<file path="config.mk">
export PLATFORM = sky130hd
export DESIGN_NAME = adder_sched
export DESIGN_NICKNAME = d
export VERILOG_FILES = /design/src/rtl/adder_sched.sv
export SDC_FILE = /design/constraint.sdc
export NUM_CORES = 1
export LEC_CHECK = 0
export BUFFER_PORTS_ARGS = -buffer_cell sky130_fd_sc_hd__buf_2
export CORE_AREA = 10 10 65 67
export DETAILED_ROUTE_END_ITERATION = 10
export DIE_AREA = 0 0 75 77
export PLACE_DENSITY = 0.73
export SLEW_MARGIN = 30
export SYNTH_ARGS = -nofsm -noshare
export SYNTH_HDL_FRONTEND = slang
export SYNTH_SLANG_ARGS = --single-unit
</file>
<file path="constraint.sdc">
create_clock -name clk -period 3.01 [get_ports clk]
set_input_delay 0.602 -clock clk [delete_from_list [all_inputs] [get_ports clk]]
set_output_delay 0.602 -clock clk [all_outputs]
set_load 0.005 [all_outputs]
</file>
<file path="src/rtl/adder_sched.sv">
// adder_sched: round-robin scheduler sharing one 8-bit adder (a + b + carry) among N_REQ
// requesters, with carry chaining across multi-byte locked operations. Optional: ADDER_SCHED_TIMEOUT_EN.
module adder_sched #(
    parameter int unsigned N_REQ   = 2,
    parameter int unsigned ID_W    = 2,
    parameter int unsigned TIMEOUT = 15
) (
    input  logic                 clk,
    input  logic                 rst,
    input  logic [N_REQ-1:0]     req_valid,
    output logic [N_REQ-1:0]     req_ready,
    input  logic [8*N_REQ-1:0]   req_a,
    input  logic [8*N_REQ-1:0]   req_b,
    input  logic [N_REQ-1:0]     req_last,
    output logic [N_REQ-1:0]     rsp_valid,
    output logic [7:0]           rsp_sum,
    output logic                 rsp_cout,
    output logic [ID_W-1:0]      rsp_id,
    output logic                 busy,
    output logic                 timeout_err
);
    localparam int unsigned DATA_W = 8;
    localparam int unsigned SUM_W  = DATA_W + 1;

    // Elaboration-time sanity checks on the configuration.
    if (N_REQ < 2 || N_REQ > 4) begin : g_bad_n_req
        $error("adder_sched: N_REQ must be in 2..4");
    end
    if ((1 << ID_W) < N_REQ) begin : g_bad_id_w
        $error("adder_sched: ID_W too narrow for N_REQ");
    end
    if (TIMEOUT < 1) begin : g_bad_timeout
        $error("adder_sched: TIMEOUT must be at least 1");
    end

    typedef enum logic {
        IDLE   = 1'b0,
        LOCKED = 1'b1
    } state_t;

    state_t              state, state_nxt;
    logic [ID_W-1:0]     owner, owner_nxt;
    logic [ID_W-1:0]     rr_ptr, rr_ptr_nxt;
    logic                carry_reg, carry_nxt;

    logic                grant_found;
    logic [ID_W-1:0]     grant_idx;
    logic [N_REQ-1:0]    grant_mask;
    logic [N_REQ-1:0]    owner_mask;
    logic [ID_W-1:0]     sel_idx;
    logic                accept;
    logic [DATA_W-1:0]   a_sel, b_sel;
    logic                last_sel;
    logic [SUM_W-1:0]    sum;

    logic [N_REQ-1:0]    rsp_valid_nxt;
    logic [DATA_W-1:0]   rsp_sum_nxt;
    logic                rsp_cout_nxt;
    logic [ID_W-1:0]     rsp_id_nxt;
    logic                busy_nxt;

`ifdef ADDER_SCHED_TIMEOUT_EN
    localparam int unsigned CNT_W = $clog2(TIMEOUT + 1);
    logic [CNT_W-1:0]    stall_cnt, stall_cnt_nxt;
    logic                timeout_err_nxt;
`endif

    // Arbitration, operand select and the shared 9-bit adder.
    always_comb begin
        grant_found = 1'b0;
        grant_idx   = '0;
        grant_mask  = '0;
        owner_mask  = '0;
        req_ready   = '0;
        sel_idx     = '0;
        a_sel       = '0;
        b_sel       = '0;
        last_sel    = 1'b0;

        // Search rr_ptr+1, rr_ptr+2, ... modulo N_REQ for the first valid requester.
        for (int k = 1; k <= int'(N_REQ); k++) begin
            for (int i = 0; i < int'(N_REQ); i++) begin
                if (!grant_found && req_valid[i]
                    && (((int'(rr_ptr) + k) % int'(N_REQ)) == i)) begin
                    grant_found = 1'b1;
                    grant_idx   = ID_W'(i);
                end
            end
        end

        for (int i = 0; i < int'(N_REQ); i++) begin
            owner_mask[i] = (owner == ID_W'(i));
            grant_mask[i] = grant_found && (grant_idx == ID_W'(i));
        end

        if (state == LOCKED) begin
            sel_idx   = owner;
            req_ready = req_valid & owner_mask;
        end else begin
            sel_idx   = grant_idx;
            req_ready = grant_mask;
        end

        for (int i = 0; i < int'(N_REQ); i++) begin
            if (req_ready[i]) begin
                a_sel    = req_a[DATA_W*i +: DATA_W];
                b_sel    = req_b[DATA_W*i +: DATA_W];
                last_sel = req_last[i];
            end
        end

        accept = |(req_valid & req_ready);
        sum    = SUM_W'(a_sel) + SUM_W'(b_sel) + SUM_W'(carry_reg);
    end

    // Next-state and registered-output logic.
    always_comb begin
        state_nxt     = state;
        owner_nxt     = owner;
        rr_ptr_nxt    = rr_ptr;
        carry_nxt     = carry_reg;
        rsp_valid_nxt = '0;
        rsp_sum_nxt   = rsp_sum;
        rsp_cout_nxt  = rsp_cout;
        rsp_id_nxt    = rsp_id;
`ifdef ADDER_SCHED_TIMEOUT_EN
        stall_cnt_nxt   = stall_cnt;
        timeout_err_nxt = 1'b0;
`endif

        if (accept) begin
            rsp_valid_nxt = req_ready;
            rsp_sum_nxt   = sum[DATA_W-1:0];
            rsp_cout_nxt  = sum[DATA_W];
            rsp_id_nxt    = sel_idx;
`ifdef ADDER_SCHED_TIMEOUT_EN
            stall_cnt_nxt = '0;
`endif
            if (last_sel) begin
                carry_nxt  = 1'b0;
                state_nxt  = IDLE;
                rr_ptr_nxt = sel_idx;
            end else begin
                carry_nxt  = sum[DATA_W];
                state_nxt  = LOCKED;
                owner_nxt  = sel_idx;
            end
        end
`ifdef ADDER_SCHED_TIMEOUT_EN
        else if (state == LOCKED) begin
            // Owner stalled: abort the lock once the stall reaches TIMEOUT cycles.
            if (stall_cnt == CNT_W'(TIMEOUT - 1)) begin
                state_nxt       = IDLE;
                carry_nxt       = 1'b0;
                rr_ptr_nxt      = owner;
                stall_cnt_nxt   = '0;
                timeout_err_nxt = 1'b1;
            end else begin
                stall_cnt_nxt = stall_cnt + CNT_W'(1);
            end
        end
`endif

        busy_nxt = (state_nxt == LOCKED);
    end

    // State and output registers.
    always_ff @(posedge clk) begin
        if (rst) begin
            state     <= IDLE;
            owner     <= '0;
            rr_ptr    <= ID_W'(N_REQ - 1);
            carry_reg <= 1'b0;
            rsp_valid <= '0;
            rsp_sum   <= '0;
            rsp_cout  <= 1'b0;
            rsp_id    <= '0;
            busy      <= 1'b0;
        end else begin
            state     <= state_nxt;
            owner     <= owner_nxt;
            rr_ptr    <= rr_ptr_nxt;
            carry_reg <= carry_nxt;
            rsp_valid <= rsp_valid_nxt;
            rsp_sum   <= rsp_sum_nxt;
            rsp_cout  <= rsp_cout_nxt;
            rsp_id    <= rsp_id_nxt;
            busy      <= busy_nxt;
        end
    end

`ifdef ADDER_SCHED_TIMEOUT_EN
    // Lock-stall counter and abort strobe.
    always_ff @(posedge clk) begin
        if (rst) begin
            stall_cnt   <= '0;
            timeout_err <= 1'b0;
        end else begin
            stall_cnt   <= stall_cnt_nxt;
            timeout_err <= timeout_err_nxt;
        end
    end
`else
    assign timeout_err = 1'b0;
`endif

endmodule

</file>
## Word-level counts from Yosys, hierarchy flattened

Index checks and enable logic that the tools add are counted.

| storage, ports and cells | value |
|---|---|
| register bits after elaboration | 18 |
| output and inout port bits | 17 |
| logic and storage cells | 59 |

| cells by class | value |
|---|---|
| add/sub/neg operators | 4 |
| equality and inequality tests | 4 |
| multiplexer cells | 17 |
| bitwise gates (word level) | 6 |
| reduce and logical (&&, ||, !) cells | 20 |

Operators with widths:

| kind | number |
|---|---|
| 32-bit zero test | 2 |
| 8-bit 2-to-1 mux | 4 |
| 1-bit 2-to-1 mux | 10 |
| 8-bit by 8-bit adder with 9-bit output | 1 |
| 9-bit by 1-bit adder with 9-bit output | 1 |
| 1-bit logical AND | 9 |
| 2-bit 2-to-1 mux | 3 |
| 2-bit AND | 2 |
| 2-bit by 1-bit equality test with 1-bit output, second input constant | 2 |
| 2-bit equality test, second input constant | 2 |
| 2-bit zero test | 2 |
| 2-bit AND reduction | 2 |
| 2-bit OR reduction | 2 |
| 1-bit zero test | 3 |
| 1-bit adder, second input constant | 2 |
| 1-bit AND, first input constant | 2 |
| 1-bit inverter | 2 |

## Depth between registers and ports, before layout

Gate-level depths: netlist (run 1).

| depth | value |
|---|---|
| word-level depth | 25 |
| gate-level depth with buffers | 13 |
| mapped depth without buffers | 12 |

## Least setup slack after synthesis (run 1)

No wires, ideal clock.

| timing | value |
|---|---|
| kind | input port to flip-flop |
| start | input port req_valid[1] |
| end | register carry_reg |
| arrival | 2.826 ns |
| slack | 0.068 ns |
| stages | 12 |
| path buffers | 1 |
| path through | and4b_1 > a31o_4 > buf_2 > a22oi_1 > fa_1 > inv_1 > fa_1 > a211oi_1 > o21ai_0 > nor2_1 > o21bai_1 > a31o_2 |

| between the ends | value |
|---|---|
| elaborated cells on any way between the ends | 31 |
| those cells by class | add/sub: 2; eq/ne: 1; mux: 14; bitwise: 2; reduce/logical: 12 |

RTL lines:

| element | RTL line | text |
|---|---|---|
| start, declared | 10 | `input logic [N_REQ-1:0] req_valid,` |
| 1-bit logical AND | 83 | `if (!grant_found && req_valid[i]` |
| 1-bit logical AND | 84 | `&& (((int'(rr_ptr) + k) % int'(N_REQ)) == i)) begin` |
| 1-bit 2-to-1 mux | 83 |  |
| 1-bit zero test | 83 |  |
| 1-bit logical AND | 83 |  |
| 1-bit logical AND | 84 |  |
| 1-bit 2-to-1 mux | 83 |  |
| 1-bit zero test | 83 |  |
| [3 not listed] | - |  |
| 2-bit by 1-bit equality test with 1-bit output | 93 | `grant_mask[i] = grant_found && (grant_idx == ID_W'(i));` |
| 1-bit logical AND | 93 |  |
| 2-bit 2-to-1 mux (*) | 96 | `if (state == LOCKED) begin` |
| via req_ready[1] | 11 | `output logic [N_REQ-1:0] req_ready,` |
| 8-bit 2-to-1 mux | 105 | `if (req_ready[i]) begin` |
| 8-bit by 8-bit adder with 9-bit output | 113 | `sum = SUM_W'(a_sel) + SUM_W'(b_sel) + SUM_W'(carry_reg);` |
| 9-bit by 1-bit adder with 9-bit output | 113 |  |
| 1-bit 2-to-1 mux | 139 | `if (last_sel) begin` |
| end signal, assigned | 183 | `carry_reg <= carry_nxt;` |
| end, declared | 44 | `logic carry_reg, carry_nxt;` |

Mark *: on every way through the listed nets, which the timed path passes. The rest lies on a longest branch.
A chain may end at the register's enable or synchronous reset.

## Worst setup path after layout (run 1)

| timing | value |
|---|---|
| start | register owner[1] |
| end | register rsp_sum[7] |

| between the ends | value |
|---|---|
| longest elaborated chain between the ends | 7 |
| elaborated cells on any way between the ends | 12 |
| those cells by class | add/sub: 2; eq/ne: 1; mux: 5; bitwise: 2; reduce/logical: 2 |

RTL lines:

| element | RTL line | text |
|---|---|---|
| start, declared | 42 | `logic [ID_W-1:0] owner, owner_nxt;` |
| start signal, assigned | 181 | `owner <= owner_nxt;` |
| 2-bit zero test | 92 | `owner_mask[i] = (owner == ID_W'(i));` |
| 2-bit AND (*) | 98 | `req_ready = req_valid & owner_mask;` |
| 2-bit 2-to-1 mux (*) | 96 |  |
| 8-bit 2-to-1 mux (2 in a row) | 105 |  |
| 8-bit by 8-bit adder with 9-bit output | 113 |  |
| 9-bit by 1-bit adder with 9-bit output | 113 |  |
| end signal, assigned | 185 | `rsp_sum <= rsp_sum_nxt;` |
| end, declared | 16 | `output logic [7:0] rsp_sum,` |

Mark *: on every way between the ends. The rest lies on a longest branch, timed or not.

==> results of run 1 <==
## metal layers
metal / vias to the layer above / track usage (%)
met5: - / 0
met1: 549 / 12.1
met4: 0 / 5.87
li1: 596 / -
met3: 6 / 3.73
met2: 45 / 19.5
## how the worst max path moves through the flow
stage | start | end | slack (ps)
after floorplan | req_valid[1] | carry_reg$_SDFFE_PP0P_ | 70
after global placement | req_valid[1] | rsp_sum[7]$_SDFFE_PP0P_ | 40
after detailed placement | req_valid[1] | carry_reg$_SDFFE_PP0P_ | -20
after CTS | owner[1]$_SDFFE_PP0P_ | rsp_sum[7]$_SDFFE_PP0P_ | 270
after global routing | state$_SDFFE_PP0P_ | rsp_sum[7]$_SDFFE_PP0P_ | 80
final | owner[1]$_SDFFE_PP0P_ | rsp_sum[7]$_SDFFE_PP0P_ | 280
## kinds of logic after synthesis
family	Yosys count	share of synthesized area, %
other cells	1	0.316
fa+ha+maj	9	10.7
simple gates	28	11.8
compound gates	52	34.2
mux	5	4.22
buf+inv	11	4.64
flops	18	30.3
xor+xnor	5	3.69
## cell type report
class	count	area, sq um
Tap cell	33	41.3
Inverter	6	22.5
Timing Repair Buffer	60	318
Sequential cell	18	360
Multi-Input combinational cell	100	772
Clock buffer	4	36.3
Fill cell	295	1430
## critical path, stage by stage (launching register included)
cell	delay [ps]
dfxtp_1	410
and4b_1	230
a31o_4	220
buf_4	150
a22o_1	270
ha_1	290
nor2b_1	150
o31ai_1	330
a32oi_1	180
xor2_1	170
a22o_1	230
## cells in the mapped netlist (2+ instances only)
| master | instances |
|---|---|
| nand2b_1 | 4 |
| o21a_1 | 2 |
| and3_1 | 3 |
| o21bai_1 | 2 |
| a211oi_1 | 3 |
| nand2_1 | 3 |
| a21o_1 | 3 |
| fa_1 | 2 |
| xor2_1 | 2 |
| ha_1 | 7 |
| o211a_1 | 2 |
| inv_1 | 5 |
| a21oi_1 | 7 |
| o21ai_0 | 5 |
| xnor2_1 | 3 |
| buf_2 | 2 |
| mux2i_1 | 5 |
| nor2_1 | 13 |
| a22o_1 | 15 |
| a22oi_1 | 2 |
| dfxtp_1 | 18 |
## metrics by stage
stage / cell area (sq um) / hold slack, ps / setup TNS (ps)
finish: 1550 / 488 / 0
detailed placement: 1510 / 470 / -34.2
floorplan: 1190 / 466 / 0
global route: 1550 / 502 / 0
CTS: 1550 / 489 / 0
global placement: 1510 / 459 / 0
## report_power, final
group	total, mW	leakage [nW]	switching, mW	internal, mW
logic	0.267	0.664	0.130	0.137
registers	0.282	0.148	0.0155	0.266
clock network	0.151	0.0210	0.0767	0.0738
==> summary.txt, run 1 <==
Antenna diodes: 0
most frequent cells in the layout: 53 x buf_2, 18 x dfxtp_1, 15 x a22o_1
hold worst-path end: rsp_id[1]$_SDFFE_PP0P_
Seq/Total Area, Yosys: 30.3%
first-pass GRT wire length: 5.44 mm
DP HPWL: 2.79 mm
R2R Setup Slk: 280 ps
vias in the first global route: 1246
Avg Cell Area, Syn: 9.20 sq um
drc violations: 0
clock sink total: 18
worst skew pair latency: 300 ps
main flop type after synthesis: dfxtp_1
layout cells sized above 1: 37.2%
share of flip-flops with an asynchronous set or reset: 0%
die width: 75 um
Yosys warning count: 0
Crit path arrival time: 2930 ps
FF-to-FF path depth: 10
Post-CTS Setup Bufs: 0
VDD IR max: 134 uV
pre-CTS setup slack: -21.4 ps
# resized after CTS: 0
uppermost layer routed: met4
Layout Skew: 1.10 ps
Final min period: 2730 ps
PnR Total Power: 0.699 mW
Initial DRT Pass Iterations: 4
initial antenna violation count: 0
FF-to-FF End: rsp_sum[7]$_SDFFE_PP0P_
Final WS setup: 275 ps
Seq cells post-synth: 18
metal3 WL: 279 um
WHS Path Cells: 1
WP data required: 3210 ps
Core Region: 2980 sq um
met1 wire length: 1.31 mm
final core occ: 52.1%
fin nets: 236
CTS buffer count: 3
leakage: 0.834 nW
post-route insts no fill: 221
Root Driver: clkbuf_4
Max Cap Viol: 0
largest net degree at the start of global routing: 16
CTS tree: done
gr usage total: 11.5%
element type at the critical path end: flip-flop
detail-routed via count per cell: 5.41
IO buf count: 53
largest area contributor in the netlist: dfxtp_1
WL met2: 1.64 mm
Max Transition Viols Final: 0
Startpoint Class: flip-flop
Vias: 1196
HP Class: reg2reg
library cells used by synthesis: 42
Overflow after GRT: 0
DRT iter0 DRCs: 28
Max Fclk: 366 MHz
top cell type's share of synthesized area: 30.3%
Placed Cells: 217
ANT nets after route: 0
Final period util: 90.9%
clk buf depth: 2
final WL: 3.30 mm
routability cong.: 0.807
IO Pins: 55
EDFF count, synth: 0
die area: 5780 sq um
crit path kind: reg2reg
H-tree depth: 1
commonest non-fill, non-tap cell in the layout: buf_2
max reg flops: 8
CTS clk-pin slew, worst paths: 100 ps
Setup Viol. Count Final: 0
ranking of synthesized cells by area: dfxtp_1 30%, a22o_1 11%, ha_1 7.4%, mux2i_1 4.2%, nor2_1 4.1%
Pwr Density: 451 nW/um^2
syn_nets: 176
drt wl/cell: 14.9 um
Synth-to-Final Area Change: 30.6%
worst r2r src: owner[1]$_SDFFE_PP0P_
Fin. Hold Viols: 0
cts hold-fix bufs: 0
Initial Util: 39.9%
crit-path max FO: 5
run status: completed
Die Y: 77 um
Gate Count Post-Synth: 129
RSZ-0062 raised after global routing: no
worst min-delay path startpoint: rsp_id[1]$_SDFFE_PP0P_
Cell Rows: 20
register with the most flip-flops: rsp_sum
Cell Area, Synth: 1190 sq um
(Power assumes the default switching activity.)
==> inputs of run 2 (changes only) <==
- MAX_ROUTING_LAYER: not set -> met4
- SLEW_MARGIN: 30 -> 20
==> summary.txt, run 2 (same netlist as run 1, synthesis figures left out) <==
Reg power frac: 40.3%
clock sink total: 18
RSZ-0062 raised after global routing: no
IO buf count: 53
final WL: 3.28 mm
post-route insts no fill: 221
clk buf depth: 2
initial antenna violation count: 0
# resized after CTS: 0
Pwr Density: 451 nW/um^2
pre-CTS setup slack: -21.4 ps
IO Pins: 55
H-tree depth: 1
Initial Util: 39.9%
detail-routed via count per cell: 5.39
Setup Viol. Count Final: 0
Cell Rows: 20
Fin. Hold Viols: 0
max reg flops: 8
FF-to-FF path depth: 11
layout cells sized above 1: 37.2%
Vias: 1192
commonest non-fill, non-tap cell in the layout: buf_2
Int Pwr: 0.477 mW
CTS buffer count: 3
Slowest-stage cell, CP: fa_1
worst skew pair latency: 300 ps
worst hold slack: 488 ps
Post-CTS Setup Bufs: 0
cts hold-fix bufs: 0
Max Fclk: 366 MHz
Die Y: 77 um
leakage: 0.834 nW
ANT nets after route: 0
largest net degree at the start of global routing: 16
final core occ: 52.1%
Initial DRT Pass Iterations: 4
Crit. Startpoint: owner[1]$_SDFFE_PP0P_
HP Class: reg2reg
PnR Total Power: 0.699 mW
Final min period: 2730 ps
DP HPWL: 2.79 mm
Final WS setup: 281 ps
vias in the first global route: 1245
run status: completed
Max Transition Viols Final: 0
Max Cap Viol: 0
drc violations: 0
slowest cell delay on critical path: 420 ps
first-pass GRT wire length: 5.44 mm
routability cong.: 0.819
Final period util: 90.7%
gr usage total: 11.8%
Net Sw Power: 0.221 mW
drt wl/cell: 14.8 um
most frequent CP cell: fa_1
Placed Cells: 217
WP data required: 3210 ps
fillcell total: 295
area of placed instances: 1510 sq um
DRT iter0 DRCs: 36
CP Capture Point: carry_reg$_SDFFE_PP0P_
Overflow after GRT: 0
Layout Skew: 1.04 ps
worst min-delay path startpoint: rsp_id[1]$_SDFFE_PP0P_
R2R Setup Slk: 280 ps
Crit path arrival time: 2930 ps
die area: 5780 sq um
Critical Path, Cell by Cell: and4b_1 -> a31o_4 -> a22oi_1 -> fa_1 -> inv_1 -> fa_1 -> a211oi_1 -> o21ai_0 -> nor2_1 -> o21bai_1 -> a31o_2
worst r2r src: owner[1]$_SDFFE_PP0P_
Core Region: 2980 sq um
most frequent cells in the layout: 53 x buf_2, 18 x dfxtp_1, 15 x a22o_1
crit path kind: reg2reg
Sw Ratio: 31.7%
combinational share of power: 38.2%
die width: 75 um
Sum Neg Setup Slack: 0 ps
register with the most flip-flops: rsp_sum
VDD IR max: 134 uV
fin nets: 236
Startpoint Class: flip-flop
element type at the critical path end: flip-flop
Antenna diodes: 0
Root Driver: clkbuf_4
CTS clk-pin slew, worst paths: 100 ps
design area: 1550 sq um
Synth-to-Final Area Change: 30.6%
CTS tree: done
clock group share of total power: 21.5%
crit-path max FO: 5
FF-to-FF End: carry_reg$_SDFFE_PP0P_
==> run 2: area by class of cell <==
class | count | area [sq um] | share of cell area [%]
sequential | 18 | 360 | 23.2
timing repair buffer | 60 | 318 | 20.5
inverter | 6 | 22.5 | 1.45
clock buffer | 4 | 36.3 | 2.34
multi-input combinational | 100 | 772 | 49.8
tap | 33 | 41.3 | 2.66
==> run 2: how the worst min path moves through the flow <==
stage | cells after the start | slack, ps | end
after floorplan | 1 | 470 | rsp_sum[7]$_SDFFE_PP0P_
after global placement | 1 | 460 | rsp_sum[7]$_SDFFE_PP0P_
after detailed placement | 1 | 470 | rsp_id[1]$_SDFFE_PP0P_
after CTS | 1 | 490 | rsp_id[1]$_SDFFE_PP0P_
after global routing | 1 | 500 | rsp_id[1]$_SDFFE_PP0P_
final | 1 | 490 | rsp_id[1]$_SDFFE_PP0P_
==> run 2: power groups by stage <==
stage / Clock [mW] / Sequential (mW) / Combinational, mW
finish: 0.150 / 0.282 / 0.267
global route: 0.168 / 0.285 / 0.300
CTS: 0.157 / 0.282 / 0.270
detailed placement: 0 / 0.287 / 0.268
global placement: 0 / 0.285 / 0.261
floorplan: 0 / 0.288 / 0.168
==> run 2: layer usage <==
| layer | global-route usage, % | routed length [um] | up-vias |
|---|---|---|---|
| li1 | - | - | 596 |
| met1 | 13.0 | 1370 | 545 |
| met2 | 19.4 | 1640 | 45 |
| met3 | 2.45 | 203 | 6 |
| met4 | 5.87 | 69 | 0 |
| met5 | - | 0 | - |
==> run 2: critical path, delay by kind of cell, from the launching register on <==
family                     cells  cell delay (ps)
AOI/OAI and AO/OA              6             1180
adders and majority gates      2              650
DFF                            1              410
and+or+nand+nor                2              340
buffers and inverters          1               50
